## config.mk

```make
export PLATFORM = sky130hd
export DESIGN_NAME = uart_core_host
export DESIGN_NICKNAME = d
export VERILOG_FILES = /design/src/rtl/uart_host_pkg.sv /design/src/rtl/uart_host_errcnt.sv /design/src/rtl/uart_core_host.sv
export SDC_FILE = /design/constraint.sdc
export NUM_CORES = 1
export LEC_CHECK = 0
export CAP_MARGIN = 25
export CORE_MARGIN = 1
export CORE_UTILIZATION = 35
export CTS_CLUSTER_DIAMETER = 120
export DETAILED_ROUTE_END_ITERATION = 16
export PLACE_DENSITY = 0.69
export SYNTH_ARGS = -nofsm -noshare
export SYNTH_HDL_FRONTEND = slang
export SYNTH_HIERARCHICAL = 1
export SYNTH_SLANG_ARGS = --single-unit
```

## constraint.sdc

```tcl
create_clock -name CLK -period 1.71 [get_ports CLK]
set_input_delay 0.2565 -clock CLK [delete_from_list [all_inputs] [get_ports CLK]]
set_output_delay 0.2565 -clock CLK [all_outputs]
set_load 0.03 [all_outputs]
```

## src/rtl/uart_host_pkg.sv

```systemverilog
// Shared definitions for the CoreUART host: FSM state encoding, grant
// encoding, rx_err bit positions and the error-counter ceiling.
`timescale 1ns/1ps
package uart_host_pkg;

  typedef enum logic [1:0] {
    ST_IDLE  = 2'd0,
    ST_WRITE = 2'd1,
    ST_READ  = 2'd2,
    ST_HOLD  = 2'd3
  } state_e;

  typedef enum logic {
    GNT_TX = 1'b0,
    GNT_RX = 1'b1
  } grant_e;

  localparam int ERR_PAR = 0;
  localparam int ERR_FRM = 1;
  localparam int ERR_OVF = 2;

  localparam logic [7:0] ERRCNT_MAX = 8'hFF;

endpackage

```

## src/rtl/uart_host_errcnt.sv

```systemverilog
// One 8-bit saturating event counter with synchronous clear.
// Clear has priority over a same-cycle increment.
`timescale 1ns/1ps
module uart_host_errcnt
  import uart_host_pkg::*;
(
  input  logic       CLK,
  input  logic       RESET_N,
  input  logic       inc,
  input  logic       clr,
  output logic [7:0] cnt
);

  logic [7:0] cnt_q;
  logic [7:0] cnt_d;

  // Next count: clear wins, otherwise increment until the ceiling.
  always_comb begin
    cnt_d = cnt_q;
    if (clr) begin
      cnt_d = '0;
    end else if (inc && (cnt_q != ERRCNT_MAX)) begin
      cnt_d = cnt_q + 8'd1;
    end
  end

  // Count register.
  always_ff @(posedge CLK or negedge RESET_N) begin
    if (!RESET_N) begin
      cnt_q <= '0;
    end else begin
      cnt_q <= cnt_d;
    end
  end

  assign cnt = cnt_q;

endmodule

```

## src/rtl/uart_core_host.sv

```systemverilog
// Host (initiator) side of the CoreUART CSN/WEN/OEN register port.
// Moves bytes from a valid/ready TX stream into the core and drains
// received bytes plus {overflow, framing, parity} into a valid/ready RX
// stream. One transfer per 2+HOLDOFF cycles; HOLDOFF covers the core's
// registered TXRDY/RXRDY lag after a strobe.
// Optional build macro UART_HOST_ERRCNT_EN adds err_clr/err_cnt and three
// saturating per-flag error counters.
`timescale 1ns/1ps
module uart_core_host
  import uart_host_pkg::*;
#(
  parameter int HOLDOFF  = 2,
  parameter int ARB_MODE = 0
) (
  input  logic        CLK,
  input  logic        RESET_N,
  input  logic [7:0]  tx_data,
  input  logic        tx_valid,
  output logic        tx_ready,
  output logic [7:0]  rx_data,
  output logic [2:0]  rx_err,
  output logic        rx_valid,
  input  logic        rx_ready,
  output logic        uart_csn,
  output logic        uart_wen,
  output logic        uart_oen,
  output logic [7:0]  uart_din,
  input  logic [7:0]  uart_dout,
  input  logic        uart_txrdy,
  input  logic        uart_rxrdy,
  input  logic        uart_perr,
  input  logic        uart_ferr,
  input  logic        uart_ovf
`ifdef UART_HOST_ERRCNT_EN
  ,
  input  logic        err_clr,
  output logic [23:0] err_cnt
`endif
);

  localparam logic [3:0] HOLD_LAST = 4'(HOLDOFF - 1);

  state_e     state_q,      state_d;
  logic [3:0] hold_cnt_q,   hold_cnt_d;
  grant_e     last_grant_q, last_grant_d;
  logic       csn_q,        csn_d;
  logic       wen_q,        wen_d;
  logic       oen_q,        oen_d;
  logic [7:0] din_q,        din_d;
  logic [7:0] rx_data_q,    rx_data_d;
  logic [2:0] rx_err_q,     rx_err_d;
  logic       rx_valid_q,   rx_valid_d;
  // run_q is low while in reset and for the first cycle after release so
  // that the combinational accept pulse is quiet during reset.
  logic       run_q;

  logic rd_req;
  logic wr_req;
  logic grant_rd;
  logic grant_wr;

  // Request qualification and RX/TX arbitration for the IDLE decision.
  always_comb begin
    rd_req   = run_q & uart_rxrdy & ~rx_valid_q;
    wr_req   = run_q & uart_txrdy & tx_valid;
    grant_rd = rd_req;
    if (rd_req && wr_req) begin
      grant_rd = (ARB_MODE == 1) ? 1'b1 : (last_grant_q == GNT_TX);
    end
    grant_wr = wr_req & ~grant_rd;
  end

  // FSM next-state, strobe and RX-capture computation; strobes default high
  // every cycle so none can last longer than one cycle.
  always_comb begin
    state_d      = state_q;
    hold_cnt_d   = hold_cnt_q;
    last_grant_d = last_grant_q;
    csn_d        = 1'b1;
    wen_d        = 1'b1;
    oen_d        = 1'b1;
    din_d        = din_q;
    rx_data_d    = rx_data_q;
    rx_err_d     = rx_err_q;
    rx_valid_d   = rx_valid_q;

    if (rx_valid_q && rx_ready) begin
      rx_valid_d = 1'b0;
    end

    case (state_q)
      ST_IDLE: begin
        if (grant_rd) begin
          state_d = ST_READ;
          csn_d   = 1'b0;
          oen_d   = 1'b0;
        end else if (grant_wr) begin
          state_d = ST_WRITE;
          csn_d   = 1'b0;
          wen_d   = 1'b0;
          din_d   = tx_data;
        end
      end
      ST_WRITE: begin
        last_grant_d = GNT_TX;
        hold_cnt_d   = '0;
        state_d      = ST_HOLD;
      end
      ST_READ: begin
        rx_data_d         = uart_dout;
        rx_err_d[ERR_OVF] = uart_ovf;
        rx_err_d[ERR_FRM] = uart_ferr;
        rx_err_d[ERR_PAR] = uart_perr;
        rx_valid_d        = 1'b1;
        last_grant_d      = GNT_RX;
        hold_cnt_d        = '0;
        state_d           = ST_HOLD;
      end
      ST_HOLD: begin
        if (hold_cnt_q == HOLD_LAST) begin
          hold_cnt_d = '0;
          state_d    = ST_IDLE;
        end else begin
          hold_cnt_d = hold_cnt_q + 4'd1;
        end
      end
      default: begin
        state_d = ST_IDLE;
      end
    endcase
  end

  // FSM, strobe and RX output registers; async reset drops strobes at once.
  always_ff @(posedge CLK or negedge RESET_N) begin
    if (!RESET_N) begin
      state_q      <= ST_IDLE;
      hold_cnt_q   <= '0;
      last_grant_q <= GNT_TX;
      csn_q        <= 1'b1;
      wen_q        <= 1'b1;
      oen_q        <= 1'b1;
      din_q        <= '0;
      rx_data_q    <= '0;
      rx_err_q     <= '0;
      rx_valid_q   <= 1'b0;
      run_q        <= 1'b0;
    end else begin
      state_q      <= state_d;
      hold_cnt_q   <= hold_cnt_d;
      last_grant_q <= last_grant_d;
      csn_q        <= csn_d;
      wen_q        <= wen_d;
      oen_q        <= oen_d;
      din_q        <= din_d;
      rx_data_q    <= rx_data_d;
      rx_err_q     <= rx_err_d;
      rx_valid_q   <= rx_valid_d;
      run_q        <= 1'b1;
    end
  end

  // The accept pulse is the only combinational output: it must coincide
  // with the edge that latches tx_data into uart_din.
  assign tx_ready = (state_q == ST_IDLE) & grant_wr;

  assign uart_csn = csn_q;
  assign uart_wen = wen_q;
  assign uart_oen = oen_q;
  assign uart_din = din_q;
  assign rx_data  = rx_data_q;
  assign rx_err   = rx_err_q;
  assign rx_valid = rx_valid_q;

`ifdef UART_HOST_ERRCNT_EN
  logic       rd_cap;
  logic [7:0] cnt_ovf;
  logic [7:0] cnt_frm;
  logic [7:0] cnt_par;

  assign rd_cap = (state_q == ST_READ);

  uart_host_errcnt u_cnt_ovf (
    .CLK     (CLK),
    .RESET_N (RESET_N),
    .inc     (rd_cap & uart_ovf),
    .clr     (err_clr),
    .cnt     (cnt_ovf)
  );

  uart_host_errcnt u_cnt_frm (
    .CLK     (CLK),
    .RESET_N (RESET_N),
    .inc     (rd_cap & uart_ferr),
    .clr     (err_clr),
    .cnt     (cnt_frm)
  );

  uart_host_errcnt u_cnt_par (
    .CLK     (CLK),
    .RESET_N (RESET_N),
    .inc     (rd_cap & uart_perr),
    .clr     (err_clr),
    .cnt     (cnt_par)
  );

  assign err_cnt = {cnt_ovf, cnt_frm, cnt_par};
`endif

endmodule
```

Word level (Yosys, flattened, before mapping)
Cells that the tools add are included.
W data, S select, Z words.

storage, ports and cells
  register bits after elaboration = 31
  input bits = 25
  output and inout bits = 24
  logic and storage cells = 53

cells by class
  add/subtract/negate cells = 1
  eq/ne operators = 6
  mux-type cells = 17
  bitwise operators = 9
  reduce and logical (&&, ||, !) cells = 9

operators with widths
  cell                   number
  $mux W1                10
  $pmux W4 S2            1
  $and A1 B1 Y1          6
  $mux W2                3
  $pmux W2 S3            1
  $reduce_bool A2 Y1     3
  $add A4 B1 Y4 const B  1
  $eq A2 B2 Y1 const B   2
  $eq A4 B1 Y1 const B   1
  $mux W4                1
  $ne A3 B3 Y1 const B   1
  $not A1 Y1             3
  $reduce_and A3 Y1      1
  $eq A2 B1 Y1 const B   1
  $logic_and A1 B1 Y1    2
  $logic_not A2 Y1       1
  $ne A2 B2 Y1 const B   1
  $pmux W1 S2            1
  $reduce_and A2 Y1      1
  $reduce_or A2 Y1       1

Longest topological paths before layout
Gate-level depths: netlist of run 1.

  depth in word-level cells = 9
  gate-level depth with buffers = 7
  gate-level depth less buffers = 6

Worst setup path after synthesis of run 1
Ideal clock, no wire load.

  path type = flip-flop to output port
  start point = register rx_valid_q, in the netlist rx_valid
  end point = output tx_ready
  data arrival time = 1.448 ns
  required time = 1.454 ns
  slack = 0.005 ns
  cell stages (with the launch flop) = 6
  buffers on the path = 1
  path through = dfrtp_1 nand3b_1 a31oi_1 or3_1 buf_6 inv_1

between the ends
  cells in the longest elaborated chain, start to end = 7

ends and longest elaborated chain
  what                           line                   RTL
  from (decl)                    uart_core_host.sv:52   logic rx_valid_q, rx_valid_d;
  from (signal assigned)         uart_core_host.sv:157  rx_valid_q <= rx_valid_d;
  $not A1 Y1 *                   uart_core_host.sv:64   rd_req = run_q & uart_rxrdy & ~rx_valid_q;
  $and A1 B1 Y1 *                uart_core_host.sv:64
  $logic_and A1 B1 Y1            uart_core_host.sv:67   if (rd_req && wr_req) begin
  $mux W1 *                      uart_core_host.sv:67
  $not A1 Y1 (no source line) *  --
  $and A1 B1 Y1 *                uart_core_host.sv:70   grant_wr = wr_req & ~grant_rd;
  $and A1 B1 Y1 *                uart_core_host.sv:164  assign tx_ready = (state_q == ST_IDLE) & grant_wr;
  to (decl)                      uart_core_host.sv:19   output logic tx_ready,

Mark *: on every way between the ends. The rest lies on a longest branch, timed or not.

Final worst setup path of run 1
  start point = register state_q[0]
  end point = output tx_ready

between the ends
  cells in the longest elaborated chain, start to end = 2

ends and longest elaborated chain
  what                    line                   RTL
  from (decl)             uart_core_host.sv:43   state_e state_q, state_d;
  from (signal assigned)  uart_core_host.sv:148  state_q <= state_d;
  $logic_not A2 Y1        uart_core_host.sv:164
  $and A1 B1 Y1           uart_core_host.sv:164

Every way passes these cells.

==> results of run 1 <==
-- how the worst min path moves through the flow --
stage                               start                         to  slack (ns)  depth (start not counted)
finish                            RESET_N   last_grant_q$_DFFE_PN0P_        0.37                          2
floorplan                         RESET_N  hold_cnt_q[0]$_DFFE_PN0P_       -0.04                          0
global route                      RESET_N     rx_data[4]$_DFFE_PN0P_        0.41                          2
global placement          run_q$_DFF_PN0_         uart_csn$_DFF_PN1_        0.48                          1
CTS                               RESET_N  hold_cnt_q[0]$_DFFE_PN0P_        0.38                          2
detailed placement  rx_err[0]$_DFFE_PN0P_      rx_err[0]$_DFFE_PN0P_        0.50                          1
-- metal layers --
metal  track usage [%]  share of wire, %  up-vias
li1                  -                 -      463
met1              19.5                43      473
met2              24.6                49       43
met3              5.54               8.0        2
met4              3.33              0.65        0
met5                 0                 0        -
-- layout by cell type (no fill, tap or decap) --
| cell | n |
|---|---|
| sky130_fd_sc_hd__or3_4 | 1 |
| sky130_fd_sc_hd__inv_1 | 5 |
| sky130_fd_sc_hd__a21o_1 | 2 |
| sky130_fd_sc_hd__dlymetal6s2s_1 | 1 |
| sky130_fd_sc_hd__a21o_2 | 1 |
| sky130_fd_sc_hd__ha_2 | 2 |
| sky130_fd_sc_hd__buf_4 | 12 |
| sky130_fd_sc_hd__mux2_4 | 8 |
| sky130_fd_sc_hd__a22o_1 | 2 |
| sky130_fd_sc_hd__inv_2 | 3 |
| sky130_fd_sc_hd__a31oi_1 | 1 |
| sky130_fd_sc_hd__nor2_1 | 2 |
| sky130_fd_sc_hd__o21ai_0 | 3 |
| sky130_fd_sc_hd__buf_6 | 1 |
| sky130_fd_sc_hd__a21oi_1 | 1 |
| sky130_fd_sc_hd__clkdlybuf4s50_1 | 44 |
| sky130_fd_sc_hd__nor3_1 | 2 |
| sky130_fd_sc_hd__clkinv_2 | 1 |
| sky130_fd_sc_hd__o211a_1 | 1 |
| sky130_fd_sc_hd__clkbuf_8 | 6 |
| sky130_fd_sc_hd__o31ai_1 | 1 |
| sky130_fd_sc_hd__dfstp_2 | 3 |
| sky130_fd_sc_hd__dfrtp_1 | 28 |
| sky130_fd_sc_hd__ha_1 | 3 |
| sky130_fd_sc_hd__nand3_1 | 3 |
| sky130_fd_sc_hd__mux2_2 | 13 |
| sky130_fd_sc_hd__conb_1 | 1 |
| sky130_fd_sc_hd__nand2_2 | 1 |
| sky130_fd_sc_hd__mux2i_1 | 2 |
| sky130_fd_sc_hd__bufinv_16 | 1 |
| sky130_fd_sc_hd__dlygate4sd2_1 | 2 |
| sky130_fd_sc_hd__nand3b_1 | 1 |
| sky130_fd_sc_hd__nand2b_1 | 2 |
| sky130_fd_sc_hd__ha_4 | 1 |
| sky130_fd_sc_hd__nand2_1 | 3 |
-- repair_timing --
action | in CTS | in global routing
hold buffers | 0 | 0
buffers inserted | 4 | 3
setup endpoints to repair | 3 | 21
pin swaps | 0 | 2
resized for setup | 8 | 6
-- logic make-up after synthesis --
logic type	share of synthesized area, %
buffers and inverters	3.61
DFF	57.6
other	0.277
muxes	21.2
adders and majority gates	5.55
AOI/OAI and AO/OA	6.29
and+or+nand+nor	5.46
-- registers in the layout (all words and copies together) (netlist names) --
signal        count
hold_cnt_q        4
last_grant_q      1
run_q             1
rx_data           8
rx_err            3
rx_valid          1
state_q           2
uart_csn          1
uart_din          8
uart_oen          1
uart_wen          1
-- worst max-delay path: stages (launching register included) --
cell                      delay, ns
sky130_fd_sc_hd__dfrtp_1       0.41
sky130_fd_sc_hd__inv_2         0.09
sky130_fd_sc_hd__ha_4          0.14
sky130_fd_sc_hd__nand2_2       0.05
sky130_fd_sc_hd__or3_4         0.40
sky130_fd_sc_hd__inv_2         0.06
sky130_fd_sc_hd__buf_6         0.12
-- power by group through the flow --
| stage | Sequential (mW) | Clock [mW] | Combinational [mW] |
|---|---|---|---|
| 6_report | 1.22 | 0.739 | 2.09 |
| 5_1_grt | 1.26 | 0.792 | 2.23 |
| 3_5_place_dp | 1.22 | 0 | 1.94 |
| 2_1_floorplan | 1.70 | 0 | 0.694 |
| 4_1_cts | 1.22 | 0.757 | 2.03 |
| 3_3_place_gp | 1.21 | 0 | 1.90 |
-- stage by stage --
step / instance area (um2) / setup TNS (ns)
detailed placement: 1920 / -1.10
finish: 2110 / -0.101
global placement: 1920 / -0.979
CTS: 2080 / -0.169
global route: 2110 / -0.585
floorplan: 1350 / 0
-- area by class of cell --
cell class	count	area, um2	area share [%]
multi-input cells	57	549	26.1
clock buffers	6	82.6	3.92
clock inverters	2	35.0	1.66
repair buffers	60	572	27.1
well taps	48	60.1	2.85
flip-flops and latches	31	779	37.0
inverters	8	30.0	1.42
==> results list, run 1 <==
- For this configuration, the core starts out at a cell density of a little under two fifths.
- The initial antenna violation count was 0.
* Wire length of the first global-routing pass: 4.80 mm
* Clk buf depth: 2
* Later-pin clock latency in the skew report: 0.27 ns
- RSZ-0062 raised after global routing: yes
- Of the total power, the share spent switching nets is approximately 36%.
- In the synthesized netlist, the number of instances is slightly below 100.
- Power spread over the standard cell area amounts to just under 2000 nW/um2.
* Mapped Nets: 130
* Synthesized area per cell: 13.7 um2
- In this run the clock root is driven by a sky130_fd_sc_hd__clkbuf_8.
* Final clock period utilization by the worst path: 105%
- Leading area contributor after synthesis: sky130_fd_sc_hd__dfrtp_1
- For this block, the initial DRC count from the detailed router was 17.
* Mean routed wirelength per cell: 13.1 um
- Time the final worst path needs with I/O delays and setup: 1.79 ns
* FF+latch count, synth: 31
* P_int: between 2 and 3 mW
- Based on the critical path, the design can be clocked at up to between 500 and 600 MHz.
- For flop-to-flop paths, the worst setup slack is -0.01 ns.
- The floorplan has 22 rows.
- Proportion of netlist area held by the largest area contributor: roughly 52%
* Kind of start point of the critical path: register
- The pre-antenna-repair detailed-routing pass consisted of 4 iterations.
- Total wire length after detailed routing: 2.77 mm
- Violated checks: negative setup slack
* Total number of vias: just under 1000
- The share of total power dissipated in combinational logic is around half.
- Count of buffers from port buffering: 48
* Setup ws final: -0.0849 ns
- Number of clock buffers inserted by TritonCTS: 5
- All-layer global routing usage: approximately 15%
* Share of final-layout standard cells stronger than drive strength 1: approximately a third
* Sequential power share: 30.1%
* Instance count after placement with tap cells included: 198
- Die Y-Extent: 64.2 um
- By instance count, the leading cell after synthesis is sky130_fd_sc_hd__dfrtp_1.
- X dimension of the die: between 60 and 70 um
- For the final database, setup skew stands at about 0.0067 ns.
* Kind of critical path: register to output port
- Run status: finished with violations
- Proportion of synthesized chip area in sequential cells: between 50% and 60%
- Ranking of synthesized cells by instance count: 28 x sky130_fd_sc_hd__dfrtp_1, 13 x sky130_fd_sc_hd__mux2_2, 8 x sky130_fd_sc_hd__inv_1, 8 x sky130_fd_sc_hd__mux2_4, 6 x sky130_fd_sc_hd__ha_1
- Reg2Reg Capture Point: uart_din[4]$_DFFE_PN0P_
- Fin. Hold Viols: 0
- Total I/O pin count: between 40 and 50
- The most critical setup path has its endpoint at tx_ready.
- Tracing the worst setup path back leads to its startpoint at state_q[0]$_DFFE_PN0P_.
* Antenna viol nets, final: 0
* Maximum number of pins on one net before global-route repair: 32
- Core area: 3690 um2
- Half-perimeter wire length of the detailed placement result: roughly 1.9 mm
- Leakage component of the power: 0.965 nW
- Yosys mapped the design onto 26 distinct sky130hd cell types.
* Nets: 194
- The number of global-route vias before repair came to approximately 1100.
- Clock transition time at the flip-flop clock pins of the worst setup and hold paths: approximately 0.070 ns
- Syn. warnings: 6
- Switching power total: between 1 and 1.5 mW
- Total Power: roughly 4.0 mW
* Number of enable flip-flop cells after synthesis: 0
- Post-route non-filler standard cell count: about 210
- Cell area after synthesis: approximately 1400 um2
- Setup violations remaining at the end of the flow were counted as 6.
* Max FO, Critical Path: 2
- H-tree level count: 2
- The worst-case IR drop observed on VDD is around 1.1 mV.
- For this run, asynchronously set or reset flops after synthesis account for between 90% and 100%.
* Post-DR vias/cell: ~4.6
* Classification of the worst-slack hold path: input pin to async pin
* Predominant post-synthesis flop cell: sky130_fd_sc_hd__dfrtp_1
- Finished Core Util: a little under three fifths
- After detailed routing, the number of remaining DRC violations is 0.
- In the post-synthesis netlist, the biggest area contributors are sky130_fd_sc_hd__dfrtp_1 52%, sky130_fd_sc_hd__mux2_2 11%, sky130_fd_sc_hd__mux2_4 8.9%.
* Filler cell count: between 300 and 400
* Number of inserted diodes: 0
- Routability-driven placement finished with a final weighted congestion of about 0.71.
- Final Hold Slack: approximately 0.37 ns
- The worst register-to-register path has a depth of 6.
* CTS tree: yes
* Number of max-cap violations: 0
- The clock drives 31 sinks.
* Crit end category: output port
- Remaining global-route overflow: 0
* Pre-CTS WS: -0.157 ns
- Die footprint: approximately 4100 um2
* Arrival time worst endpoint: ~1.5 ns
* Worst flop-to-flop path startpoint: state_q[0]$_DFFE_PN0P_
* Max Transition Viols Final: 0
* Req. time, crit path: 1.45 ns
- Area growth from synthesis to layout: 55.9%
- Of the total power, the clock network draws 18.3%.
Power figures use the tool's default switching activity.
==> run 2, diff against run 1 <==
CORE_UTILIZATION = 39   (was 35)
HOLD_SLACK_MARGIN = 0.03   (was default)
PLACE_DENSITY = 0.75   (was 0.69)
clock period = 1.6 ns   (was 1.71 ns; I/O delays follow)
==> run 2 against run 1 <==
  * The flow still finishes with violations (negative setup slack)
  * Critical path depth unchanged
  * Largest cell class unchanged
  * Global-route usage up 2.2 points
  * Sequential share of layout area down 0.61 points
  * Power down 1.4%
  * First-iteration DRC count up 59%
  * Combinational power up 9.6%
  * Clock skew up 0.0021 ns
==> results list, run 2 (synthesis gave the netlist of run 1 again) <==
- Max FO, Critical Path: 2
- The worst setup path is captured at an output port.
- Setup repair after global routing could not meet its margin everywhere.
- Total number of vias: between 1000 and 1500
- Summed negative setup slack over all endpoints: -1.81 ns
* Number of design-rule violations left by the first detailed-router iteration: 27
* Worst path cell trace: inv_2, ha_4, nand2_2, or3_4, clkinvlp_4, buf_6
- Setup ws final: -0.254 ns
- Entering global routing, the biggest net connects 32 pins.
- Later-pin clock latency in the skew report: between 0.3 and 0.4 ns
- The tightest min-delay check is of the input pin to async pin type.
* Time the final worst path needs with I/O delays and setup: approximately 1.9 ns
* Launch point of the worst path: state_q[0]$_DFFE_PN0P_
- Run status: finished with violations
* Count of buffers from port buffering: between 40 and 50
- Number of inserted diodes: 0
- By startpoint and endpoint, the worst setup path is classified as register to output port.
- In this run the clock root is driven by a sky130_fd_sc_hd__clkbuf_4.
- The critical path crosses 6 cells after its start point.
- Leakage component of the power: 1.03 nW
- Together, buffers and inverters on the worst path number 3.
- The core region is ~3300 um2.
- Post-DR vias/cell: 4.67
* Arrival time worst endpoint: approximately 1.6 ns
* Most common cell after layout, fill and taps aside: sky130_fd_sc_hd__dfrtp_1
- Instance count after placement with tap cells included: approximately 200
- All-layer global routing usage: between 15 and 20%
- Final number of setup-violating endpoints: 10
- The finished layout holds 217 standard cells, fillers aside.
- The floorplan step defined a die boundary enclosing 3710 um2.
* Last weighted congestion value of the routability-driven placer: approximately 0.67
- Antenna viol nets, final: 0
- Worst vdd ir: 1.05 mV
- In the layout the commonest cells are 27 x sky130_fd_sc_hd__dfrtp_1, 24 x sky130_fd_sc_hd__clkdlybuf4s50_1, 22 x sky130_fd_sc_hd__dlygate4sd2_1, 15 x sky130_fd_sc_hd__buf_4, 13 x sky130_fd_sc_hd__mux2_2.
- Based on the critical path, the design can be clocked at up to between 500 and 600 MHz.
- Summed over all nets, the half-perimeter wirelength after detailed placement is 2.09 mm.
- H-tree level count: 2
- Across the run, the number of max-cap violations was 0.
* Number of clock buffers inserted by TritonCTS: 5
- For the worst flop-to-flop path, the logic depth is 7.
* Number of antenna violations at the first check in global routing: 0
- Internal reg-to-reg setup slack: -0.20 ns
- The clock net in this run drives a total of 31 sinks.
- DRC violation count after routing: 0
- The endpoint identified for the worst register-to-register timing path is uart_din[5]$_DFFE_PN0P_.
- Number of standard-cell rows in the floorplan: 21
- Worst flop-to-flop path startpoint: state_q[0]$_DFFE_PN0P_
- Kind of start point of the critical path: register
* Layout Skew: 0.00885 ns
- Nets: 201
- TritonCTS built the clock tree.
- Power density over the cells: around 1900 nW/um2
- Final clock period utilization by the worst path: 116%
- From synthesis to final layout, the design area changed by 58.7%.
- The initial utilization of the core area, before any placement, comes to 40.5%.
* Clock transition time at the flip-flop clock pins of the worst setup and hold paths: approximately 0.10 ns
- On the critical path, the stage with the largest delay is an instance of sky130_fd_sc_hd__dfrtp_1.
- Clk buf depth: 2
* Total wire length after detailed routing: approximately 2.9 mm
- X dimension of the die: roughly 61 um
- Number of global-route vias before repair: around 1100
- Cells with a size suffix above 1 make up a little under two fifths of the layout.
* Mean routed wirelength per cell: approximately 13 um
- Req. time, crit path: about 1.4 ns
- Remaining global-route overflow: 0
- Capture point of the critical path: tx_ready
* Fin. Hold Viols: 0
* Wire length of the first global-routing pass: between 4 and 5 mm
- Before antenna repair, the detailed router went through 4 iterations.
- After clock tree synthesis, the flow added hold-fix buffers numbering 0.
- Total I/O pin count: 49
- On the worst path, the slowest cell contributes a delay of about 0.41 ns.
- Max Transition Viols Final: 0
- Die Y-Extent: between 60 and 70 um
- Violated checks: negative setup slack
* Cell family with most CP delay: simple AND/OR/NAND/NOR gates
run 2: how the worst min path moves through the flow:
stage,start,end,cells after the start
after floorplan,RESET_N,hold_cnt_q[0]$_DFFE_PN0P_,0
after global placement,run_q$_DFF_PN0_,uart_csn$_DFF_PN1_,1
after detailed placement,run_q$_DFF_PN0_,uart_csn$_DFF_PN1_,1
after CTS,RESET_N,uart_din[7]$_DFFE_PN0P_,2
after global routing,RESET_N,uart_din[7]$_DFFE_PN0P_,2
final,RESET_N,uart_din[7]$_DFFE_PN0P_,2
run 2: cell type report:
class | instances | area, um2
multi-input combinational | 57 | 583
timing repair buffer | 67 | 639
sequential | 31 | 781
clock buffer | 5 | 37.5
tap | 46 | 57.6
clock inverter | 3 | 15.0
inverter | 8 | 33.8
fill | 278 | 1190
run 2: through the flow:
stage	utilization, %	hold WS, ns	worst slack [ns]	power, mW	cell area (um2)
2_1_floorplan	-	-0.0556	0.000447	2.56	1370
3_3_place_gp	59.4	0.461	-0.238	3.43	1980
3_5_place_dp	59.4	0.474	-0.280	3.51	1980
4_1_cts	62.7	0.300	-0.283	3.85	2090
5_1_grt	64.3	0.322	-0.327	4.24	2150
6_report	64.3	0.303	-0.254	3.99	2150
run 2: what timing repair did:
action / CTS / global route
resized for setup: 33 / 12
setup buffers: 3 / 3
gates cloned: 1 / 0
setup endpoints to repair: 42 / 24
pin swaps: 0 / 4
run 2: power by group:
part           switching, mW  leakage, nW  internal, mW
Combinational           1.16        0.622          1.13
Sequential             0.161        0.372          1.11
Clock                  0.269       0.0347         0.163
Total                   1.59         1.03          2.40
run 2: per-layer routing:
layer  GRT usage [%]  routed length [um]  up-vias
met1            20.2                1150      489
met4            7.79                  34        0
li1                -                   -      485
met5               0                   0        -
met3            5.54                 157        5
met2            29.5                1530       35
==> RTL edit: new RTL, settings of run 1 <==
Change the parameter `ARB_MODE` from 0 to 1.
--- a/src/rtl/uart_core_host.sv
+++ b/src/rtl/uart_core_host.sv
@@ -10,7 +10,7 @@
   import uart_host_pkg::*;
 #(
   parameter int HOLDOFF  = 2,
-  parameter int ARB_MODE = 0
+  parameter int ARB_MODE = 1
 ) (
   input  logic        CLK,
   input  logic        RESET_N,
Function: changed (Yosys sat finds a counterexample within 10 cycles, from zero or initial values and one cycle with RESET_N low).
==> RTL edit against run 1 <==
Total power shrank 13%; die area shrank 4.8%; design area shrank 5.8%; area after synthesis shrank 4.9%; combinational power shrank 9.6%; synthesized cell count shrank 5.1%; fmax grew 9.8%; worst setup slack gained 0.16 ns; first-iteration DRC count shrank 41%; wire length shrank 9.4%; core utilization grew 0.97 points; clock skew shrank 0.0022 ns; largest cell class unchanged; sequential cell count shrank 1.
==> RTL edit: results (changes against run 1) <==
status:
  status: "completed"
setup_path:
  rrSetupSlack_ns: 0.25  # +0.26 ns
  r2r-end: "state_q[1]"
  crit_path_max_incr_delay_ns: 0.69  # +0.28 ns
  crit_family: "buffers and inverters"
  r2r-start: "hold_cnt_q[1]"
global_route:
  met2_usage: 0.2418  # -0.004163
  grt_start_max_net_pins: 31  # -3.1%
  grt_pass1_wl_um: 4395  # -8.5%
  grt_pass1_vias: 969  # -9.7%
  grt_usage: 0.1512  # -0.001154
logic_synthesis:
  synthTopCellsByCount: "dfrtp_1, mux2_2, inv_1"
  avgSynthCellArea_um2: 13.68  # +0.16%
  yosysSeqAreaShare: 0.5866  # +0.01026
  synth.distinct_cells: 27  # +3.8%
  synth_area_leaders: "dfrtp_1, mux2_2, dfstp_2"
place:
  dpl.cell_count: 190  # -4.0%
drt:
  routed_wl_um: 2510  # -9.4%
  dr_total_vias: 949  # -3.3%
  first_iter_violations: 10  # -7
cts:
  clk_latency_ns: 0.33  # +0.06 ns
  root_buffer: "clkbuf_4"
sta:
  skew_ns: 0.004515  # -0.002224 ns
power:
  ir_worst_vdd_v: 0.001179  # +2.9%
cells_and_area:
  num-fill-cells: 304  # -5.0%
==> RTL edit: area by class of cell <==
class	count	area share
clock buffer	6	0.02583
timing repair buffer	59	0.2854
tap	46	0.02899
clock inverter	2	0.006301
inverter	7	0.01323
multi-input combinational	55	0.2602
sequential	30	0.3800
==> RTL edit: power by group through the flow <==
stage          clock network [mW]  logic (mW)  registers [mW]
6_report                    0.443        1.89            1.17
5_1_grt                     0.505        2.02            1.21
4_1_cts                     0.465        1.91            1.18
3_5_place_dp                    0        1.87            1.19
3_3_place_gp                    0        1.83            1.17
2_1_floorplan                   0       0.653            1.66
==> RTL edit: per-layer routing <==
metal,vias to the layer above,share of wire
li1,447,-
met1,461,0.38
met2,34,0.50
met3,7,0.10
met4,0,0.021
met5,-,0
==> RTL edit: worst max-delay path by stage <==
stage | start | to | slack [ns] | cells past startpoint
after floorplan | rx_valid | state_q[1] | 0.16 | 4
after global placement | tx_valid | state_q[1] | 0.03 | 5
after detailed placement | uart_rxrdy | state_q[1] | 0.008 | 5
after CTS | rx_valid | rx_valid | 0.004 | 1
after global routing | state_q[1] | tx_ready | -0.002 | 5
final | rx_data[7] | rx_data[7] | 0.07 | 1
==> RTL edit: timing repair <==
action                                  CTS  global route
resized for setup                         8             4
hold buffers                              0             0
endpoints found under the setup margin    4             5
hold endpoints to repair                  0             0
setup buffers                             0             7
==> RTL edit: cells by family after synthesis <==
logic type      count (synthesis)  share of synthesized area
flops                          30                     0.5866
mux                            22                     0.1936
simple gates                   16                    0.07393
compound gates                 10                    0.05740
buf+inv                         9                    0.02723
fa+ha+maj                       6                    0.05836
other cells                     1                   0.002915
==> RTL edit: metrics by stage <==
stage	hold WS (ns)	worst slack, ns	setup TNS (ns)	area (µm²)
6_report	0.2993	0.07484	0	1986
2_1_floorplan	-0.03909	0.1617	0	1286
4_1_cts	0.3051	0.004377	0	1923
5_1_grt	0.3305	-0.002317	-0.002317	1986
3_3_place_gp	0.4651	0.03097	0	1843
3_5_place_dp	0.4675	0.007588	0	1843
